## config.mk

```make
export PLATFORM = sky130hd
export DESIGN_NAME = snn_upload_driver_flat
export DESIGN_NICKNAME = d
export VERILOG_FILES = /design/src/rtl/snn_upload_driver_if.sv /design/src/rtl/snn_upload_driver.sv /design/src/flat_wrapper.sv
export SDC_FILE = /design/constraint.sdc
export NUM_CORES = 1
export LEC_CHECK = 0
export ABC_AREA = 1
export CORE_MARGIN = 1
export CORE_UTILIZATION = 40
export CTS_CLUSTER_SIZE = 20
export DETAILED_ROUTE_END_ITERATION = 12
export HOLD_SLACK_MARGIN = 0.15
export PLACE_DENSITY = 0.68
export SYNTH_ARGS = -nofsm -noshare
export SYNTH_HDL_FRONTEND = slang
export SYNTH_SLANG_ARGS = --single-unit
export TNS_END_PERCENT = 10
```

## constraint.sdc

```tcl
create_clock -name clk -period 28.7 [get_ports clk]
set_input_delay 8.61 -clock clk [delete_from_list [all_inputs] [get_ports clk]]
set_output_delay 8.61 -clock clk [all_outputs]
set_load 0.02 [all_outputs]
```

## src/rtl/snn_upload_driver_if.sv

```systemverilog
// Byte-stream interface between an upstream byte FIFO and the SNN upload
// driver.
//   s_data  : upstream byte
//   s_valid : upstream byte valid
//   s_ready : consumer can accept; a byte moves when s_valid & s_ready
// Modports: master = byte source (FIFO side), slave = byte sink (driver side).
interface snn_upload_driver_if;
  logic [7:0] s_data;
  logic       s_valid;
  logic       s_ready;

  modport master (output s_data, output s_valid, input s_ready);
  modport slave  (input s_data, input s_valid, output s_ready);
endinterface

```

## src/rtl/snn_upload_driver.sv

```systemverilog
// Host-side sequencer for the spiking network's byte-wide upload port.
// A run optionally streams WEIGHT_BYTES weight bytes straight through to the
// network. It then collects INPUT_BYTES input bytes and bursts them
// back-to-back. Execute is held for EXEC_CYCLES cycles while the output spikes
// are counted. The per-neuron counts and the argmax winner are then reported.
// Ports:
//   clk, reset          clock (rising edge), synchronous active-high reset
//   start, load_weights begin a run (IDLE only); 1 = upload weights first
//   busy                high whenever the sequencer is not idle
//   up (slave)          upstream byte stream s_data/s_valid/s_ready
//   data_out            registered byte to the network's data_in
//   input_weights       registered weight-select pin (1 = weight register)
//   execute             registered execute pin (0 = network shifts data_in)
//   spikes              network output spike lines
//   result_valid        one-cycle pulse when a run completes
//   spike_counts        neuron n at [n*COUNT_BITS +: COUNT_BITS], saturating
//   winner              index of the largest count, lowest index on ties
module snn_upload_driver #(
  parameter int WEIGHT_BYTES = 80,
  parameter int INPUT_BYTES  = 2,
  parameter int EXEC_CYCLES  = 16,
  parameter int COUNT_BITS   = 5
) (
  input  logic                    clk,
  input  logic                    reset,
  input  logic                    start,
  input  logic                    load_weights,
  output logic                    busy,
  snn_upload_driver_if.slave      up,
  output logic [7:0]              data_out,
  output logic                    input_weights,
  output logic                    execute,
  input  logic [7:0]              spikes,
  output logic                    result_valid,
  output logic [8*COUNT_BITS-1:0] spike_counts,
  output logic [2:0]              winner
);

  localparam int WB_W = $clog2(WEIGHT_BYTES + 1);
  localparam int IB_W = (INPUT_BYTES > 1) ? $clog2(INPUT_BYTES) : 1;
  localparam int EX_W = $clog2(EXEC_CYCLES + 1);

  localparam logic [WB_W-1:0]       WB_LAST   = WB_W'(WEIGHT_BYTES - 1);
  localparam logic [IB_W-1:0]       IB_LAST   = IB_W'(INPUT_BYTES - 1);
  localparam logic [EX_W-1:0]       EX_END    = EX_W'(EXEC_CYCLES);
  localparam logic [COUNT_BITS-1:0] COUNT_MAX = '1;

  typedef enum logic [2:0] {
    IDLE    = 3'd0,
    WEIGHTS = 3'd1,
    INPUTS  = 3'd2,
    BURST   = 3'd3,
    EXEC    = 3'd4,
    DONE    = 3'd5
  } state_t;

  state_t          state_reg;
  logic [WB_W-1:0] wcount_reg;
  logic [IB_W-1:0] icount_reg;
  logic [EX_W-1:0] ecount_reg;
  logic [7:0]      in_buf_reg [INPUT_BYTES];
  logic [7:0]      data_out_reg;
  logic            input_weights_reg;
  logic            execute_reg;
  logic            result_valid_reg;

  logic handshake;
  logic clear_counts;

  assign busy       = (state_reg != IDLE);
  assign up.s_ready = (state_reg == WEIGHTS) || (state_reg == INPUTS);
  assign handshake  = up.s_valid && up.s_ready;
  // Counters clear on the same edge that accepts a start.
  assign clear_counts = (state_reg == IDLE) && start;

  assign data_out      = data_out_reg;
  assign input_weights = input_weights_reg;
  assign execute       = execute_reg;
  assign result_valid  = result_valid_reg;

  // Network pins default to 0 on every cycle that does not explicitly drive
  // them. Any byte seen while execute=0 is shifted in by the network, so
  // idle cycles must present zeros.
  always_ff @(posedge clk) begin
    if (reset) begin
      state_reg         <= IDLE;
      wcount_reg        <= '0;
      icount_reg        <= '0;
      ecount_reg        <= '0;
      data_out_reg      <= '0;
      input_weights_reg <= 1'b0;
      execute_reg       <= 1'b0;
      result_valid_reg  <= 1'b0;
      for (int i = 0; i < INPUT_BYTES; i++) begin
        in_buf_reg[i] <= '0;
      end
    end else begin
      data_out_reg      <= '0;
      input_weights_reg <= 1'b0;
      execute_reg       <= 1'b0;
      result_valid_reg  <= 1'b0;

      case (state_reg)
        IDLE: begin
          if (start) begin
            wcount_reg <= '0;
            icount_reg <= '0;
            state_reg  <= load_weights ? WEIGHTS : INPUTS;
          end
        end

        WEIGHTS: begin
          // Weight bytes go straight through. A stall cycle emits a zero
          // into the input register, which is reloaded before execute.
          if (handshake) begin
            data_out_reg      <= up.s_data;
            input_weights_reg <= 1'b1;
            if (wcount_reg == WB_LAST) begin
              wcount_reg <= '0;
              state_reg  <= INPUTS;
            end else begin
              wcount_reg <= wcount_reg + 1'b1;
            end
          end
        end

        INPUTS: begin
          // Inputs are buffered so that upstream stalls cannot open a gap
          // between the last input byte and execute.
          if (handshake) begin
            in_buf_reg[icount_reg] <= up.s_data;
            if (icount_reg == IB_LAST) begin
              icount_reg <= '0;
              state_reg  <= BURST;
            end else begin
              icount_reg <= icount_reg + 1'b1;
            end
          end
        end

        BURST: begin
          data_out_reg <= in_buf_reg[icount_reg];
          if (icount_reg == IB_LAST) begin
            icount_reg <= '0;
            ecount_reg <= '0;
            state_reg  <= EXEC;
          end else begin
            icount_reg <= icount_reg + 1'b1;
          end
        end

        EXEC: begin
          // Runs one extra cycle past the execute window. The final cycle
          // drops execute and raises result_valid, so the last spike sample
          // is already in the counters when the result is seen.
          if (ecount_reg == EX_END) begin
            result_valid_reg <= 1'b1;
            state_reg        <= DONE;
          end else begin
            execute_reg <= 1'b1;
            ecount_reg  <= ecount_reg + 1'b1;
          end
        end

        DONE: begin
          state_reg <= IDLE;
        end

        default: begin
          state_reg <= IDLE;
        end
      endcase
    end
  end

  // One saturating counter per neuron. Counting is keyed to the registered
  // execute pin so that it matches exactly what the network sees.
  genvar gi;
  generate
    for (gi = 0; gi < 8; gi++) begin : g_count
      logic [COUNT_BITS-1:0] cnt_reg;

      always_ff @(posedge clk) begin
        if (reset || clear_counts) begin
          cnt_reg <= '0;
        end else if (execute_reg && spikes[gi] && (cnt_reg != COUNT_MAX)) begin
          cnt_reg <= cnt_reg + 1'b1;
        end
      end

      assign spike_counts[gi*COUNT_BITS +: COUNT_BITS] = cnt_reg;
    end
  endgenerate

  // Argmax over the live counters. A strict compare keeps the lowest index
  // on ties, and all-zero counts leave the winner at 0.
  logic [COUNT_BITS-1:0] best_val;
  logic [2:0]            best_idx;

  always_comb begin
    best_val = '0;
    best_idx = '0;
    for (int n = 0; n < 8; n++) begin
      if (spike_counts[n*COUNT_BITS +: COUNT_BITS] > best_val) begin
        best_val = spike_counts[n*COUNT_BITS +: COUNT_BITS];
        best_idx = 3'(n);
      end
    end
  end

  assign winner = best_idx;

endmodule

```

## src/flat_wrapper.sv

```systemverilog
// flat-port wrapper written by rule: the top's interface ports become plain ports
module snn_upload_driver_flat 
#(
  parameter int WEIGHT_BYTES = 80,
  parameter int INPUT_BYTES  = 2,
  parameter int EXEC_CYCLES  = 16,
  parameter int COUNT_BITS   = 5
)
  (clk, reset, start, load_weights, busy, data_out, input_weights, execute, spikes, result_valid, spike_counts, winner, up_s_data, up_s_valid, up_s_ready);
  snn_upload_driver_if up_i ();
  input  logic clk;
  input  logic reset;
  input  logic start;
  input  logic load_weights;
  output logic busy;
  output logic [7:0] data_out;
  output logic input_weights;
  output logic execute;
  input  logic [7:0] spikes;
  output logic result_valid;
  output logic [8*COUNT_BITS-1:0] spike_counts;
  output logic [2:0] winner;
  input wire logic [$bits(up_i.s_data)-1:0] up_s_data;
  input wire logic [$bits(up_i.s_valid)-1:0] up_s_valid;
  output wire logic [$bits(up_i.s_ready)-1:0] up_s_ready;
  assign up_i.s_data = up_s_data;
  assign up_i.s_valid = up_s_valid;
  assign up_s_ready = up_i.s_ready;
  snn_upload_driver #(.WEIGHT_BYTES(WEIGHT_BYTES), .INPUT_BYTES(INPUT_BYTES), .EXEC_CYCLES(EXEC_CYCLES), .COUNT_BITS(COUNT_BITS)) u_core (.clk(clk), .reset(reset), .start(start), .load_weights(load_weights), .busy(busy), .up(up_i), .data_out(data_out), .input_weights(input_weights), .execute(execute), .spikes(spikes), .result_valid(result_valid), .spike_counts(spike_counts), .winner(winner));
endmodule
```

==> impl_metrics.csv <==
group,metric,value,unit
power_and_ir_drop,internal_power,0.373,mW
sta,max_slew_margin,23.5,%
cells_and_area,final_nets,865,
setup_path,slowest_stage,"clkdlybuf4s50_1",
power_and_ir_drop,peakVddDrop,102,uV
yosys,synth_top_area_share,26.4,%
yosys,ys_seq_area_share,35.7,%
yosys,netlist_top_cells_area,"dfxtp_1, ha_1, nand2_1",
global_route,grtUsageTotal,18.7,%
sta,period_share,63.3,%
yosys,ys.warnings.count,0,
power_and_ir_drop,p_sw,0.336,mW
sta,fin_ws,10.53,ns
die,die_h,116,um
sta,fmax,0.0550,GHz
setup_path,cp_max_fo,8,
worst_hold_path,hp-class,"reg -> reg",
sta,final-setup-viol-count,0,
setup_path,cp-start-kind,"flop",
global_route,grt_pass1_vias,4301,
place,port-buffer-count,76,
clock_tree,cts_setup_buffers,0,
die,ios,77,
sta,drv_slew,0,
die,dieArea,13400,sq um
cells_and_area,antenna_cells,0,
cells_and_area,largest_reg_flops,40,
sta,rsz0062_at_grt,"no",
yosys,synth-edff-count,16,
yosys,yosysUniqueCellTypes,42,
setup_path,required,20.09,ns
route,drt_first_pass_iters,4,
setup_path,cpMostUsedCell,"nand2_1",
route,ant_nets,0,
die,start_util,40.9,%
setup_path,crit_family,"simple AND/OR/NAND/NOR gates",
setup_path,crit_type,"reg -> out",
setup_path,cp.arrival,9.56,ns
power_and_ir_drop,seqPwrFrac,19.2,%
yosys,syn_area,5160,sq um
global_route,antenna_found_initial,0,
sta,hold_viol,0,
yosys,syn_avg_cell_area,7.28,sq um
yosys,async_reset_ff_share,0,%
clock_tree,holdBufCountCts,0,
yosys,synthTopCellsByCount,"nand2_1, inv_1, nor2_1",
place,post-place-ws,10.96,ns
sta,whs,0.486,ns
sta,min_period,18.17,ns
route,finalWirelength,11600,um
setup_path,crit_buf_inv,13,
place,hpwlAfterDp,8700,um
global_route,overflow,0,
die,core.rowCount,41,
run,max_cap_violations,0,
power_and_ir_drop,clkPwrFrac,16.6,%
cells_and_area,drive_gt1_share,5.29,%
yosys,synth_top_area_cell,"dfxtp_1",
sta,finClkSkew,0.0111,ns
clock_tree,htree_num_levels,3,
global_route,grt_max_degree,42,
run_status,status,"finished clean",
route,drcViolationCount,0,
sta,setup_tns,0,ns
clock_tree,post_cts_resize_count,0,
power_and_ir_drop,powerDensity,110,nW/um^2
power_and_ir_drop,combPwrFrac,64.2,%
clock_tree,cts-root-buf,"clkbuf_16",
clock_tree,clock_latency,0.35,ns
route,via_per_inst,4.82,
yosys,syn_inst,709,
clock_tree,cts_sinks,84,
yosys,ys_ff_latch,84,
yosys,syn_nets,785,
yosys,synth.most_common_cell,"nand2_1",
clock_tree,cts_inserted_buffers,9,
sta,worst_pin_slew,1.14,ns
route,vias,4653,
clock_tree,clock_path_buffers,2,
die,core,12600,sq um
setup_path,cp-end-kind,"output pin",
yosys,synth-main-ff-cell,"dfxtp_1",
cells_and_area,syn2layout_area_growth,24.2,%
power_and_ir_drop,swShare,47.4,%
place,place.gp.congestion,0.864,
die,die_w,116,um
power_and_ir_drop,p_leak,2.70,nW
global_route,grt_pass1_wl,19800,um
route,drtIter0Drc,293,
route,wire_per_inst,12.0,um
clock_tree,clk_pin_slew,0.07,ns
setup_path,cpPeakStageDelay,0.60,ns
clock_tree,cts_tree,"yes",
## through the flow
stage	area, sq um	power (mW)	utilization, %	instances
final	6410	0.708	50.8	966
after global routing	6410	0.785	50.8	966
after CTS	6410	0.717	50.8	966
after detailed placement	6110	0.595	48.4	950
after global placement	6110	0.591	48.4	950
after floorplan	5160	0.452	-	709
## routing by layer
layer / part of all wire, % / vias up / routed length (um) / track usage (%)
met3: 4.7 / 4 / 541 / 3.87
met4: 0.46 / 0 / 53 / 5.19
met1: 47 / 2079 / 5500 / 23.3
met2: 47 / 83 / 5510 / 32.5
li1: - / 2487 / - / -
met5: 0 / - / 0 / 0
## power by group through the flow
| stage | clock, mW | sequential, mW | combinational [mW] |
|---|---|---|---|
| final | 0.118 | 0.136 | 0.455 |
| after global placement | 0 | 0.139 | 0.453 |
| after global routing | 0.127 | 0.137 | 0.522 |
| after CTS | 0.123 | 0.136 | 0.458 |
| after detailed placement | 0 | 0.139 | 0.456 |
| after floorplan | 0 | 0.138 | 0.314 |
## kinds of logic after synthesis
group                      Yosys count  share of synthesized area, %
buffers and inverters              117                          8.66
and+or+nand+nor                    355                          30.5
AOI/OAI and AO/OA                   95                          11.3
adders and majority gates           55                          13.3
DFF                                 84                          35.7
muxes                                1                         0.194
xor gates and xnor gates             2                         0.340
## final timing paths
kind / start / endpoint / slack, ns / depth (start not counted)
worst max-delay path: u_core.g_count[0].cnt_reg[1] / winner[2] / 10.53 / 69
worst min-delay path: u_core.wcount_reg[1] / u_core.wcount_reg[1] / 0.49 / 2
worst max register to register: u_core.state_reg[1] / u_core.g_count[1].cnt_reg[3] / 26.55 / 7
worst min register to register: u_core.wcount_reg[1] / u_core.wcount_reg[1] / 0.49 / 2
## layout make-up
cell class	instances	area [sq um]
well taps	172	215
repair buffers	76	761
inverters	110	413
clock buffers	9	225
multi-input cells	508	2880
clock inverters	7	76.3
flip-flops and latches	84	1840
fillers	1287	6210
## worst register-to-register path, stage by stage, from the launching register on
cell and delay [ns]:
dfxtp_1 0.34, inv_2 0.09, nand2_2 0.08, nor2_2 0.22, inv_1 0.17, o21ai_4 0.90, a21oi_1 0.10, o21a_1 0.15
## cell usage in the layout (no fill, tap or decap), types with 3 or more instances in the layout
| cell | n |
|---|---|
| nor3_1 | 26 |
| o21ai_0 | 15 |
| a21oi_1 | 49 |
| a21o_1 | 3 |
| nand3_1 | 50 |
| and2_1 | 11 |
| o21ai_1 | 3 |
| o32ai_1 | 8 |
| ha_1 | 55 |
| a211oi_1 | 5 |
| nor2_1 | 71 |
| nor3_2 | 4 |
| nand2_2 | 3 |
| edfxtp_1 | 16 |
| nand2_1 | 166 |
| or2_1 | 3 |
| clkdlybuf4s50_1 | 76 |
| inv_2 | 7 |
| clkbuf_16 | 9 |
| nor3b_1 | 7 |
| dfxtp_1 | 68 |
| inv_8 | 3 |
| nand4_1 | 4 |
| inv_1 | 102 |
Power figures use the tool's default switching activity.
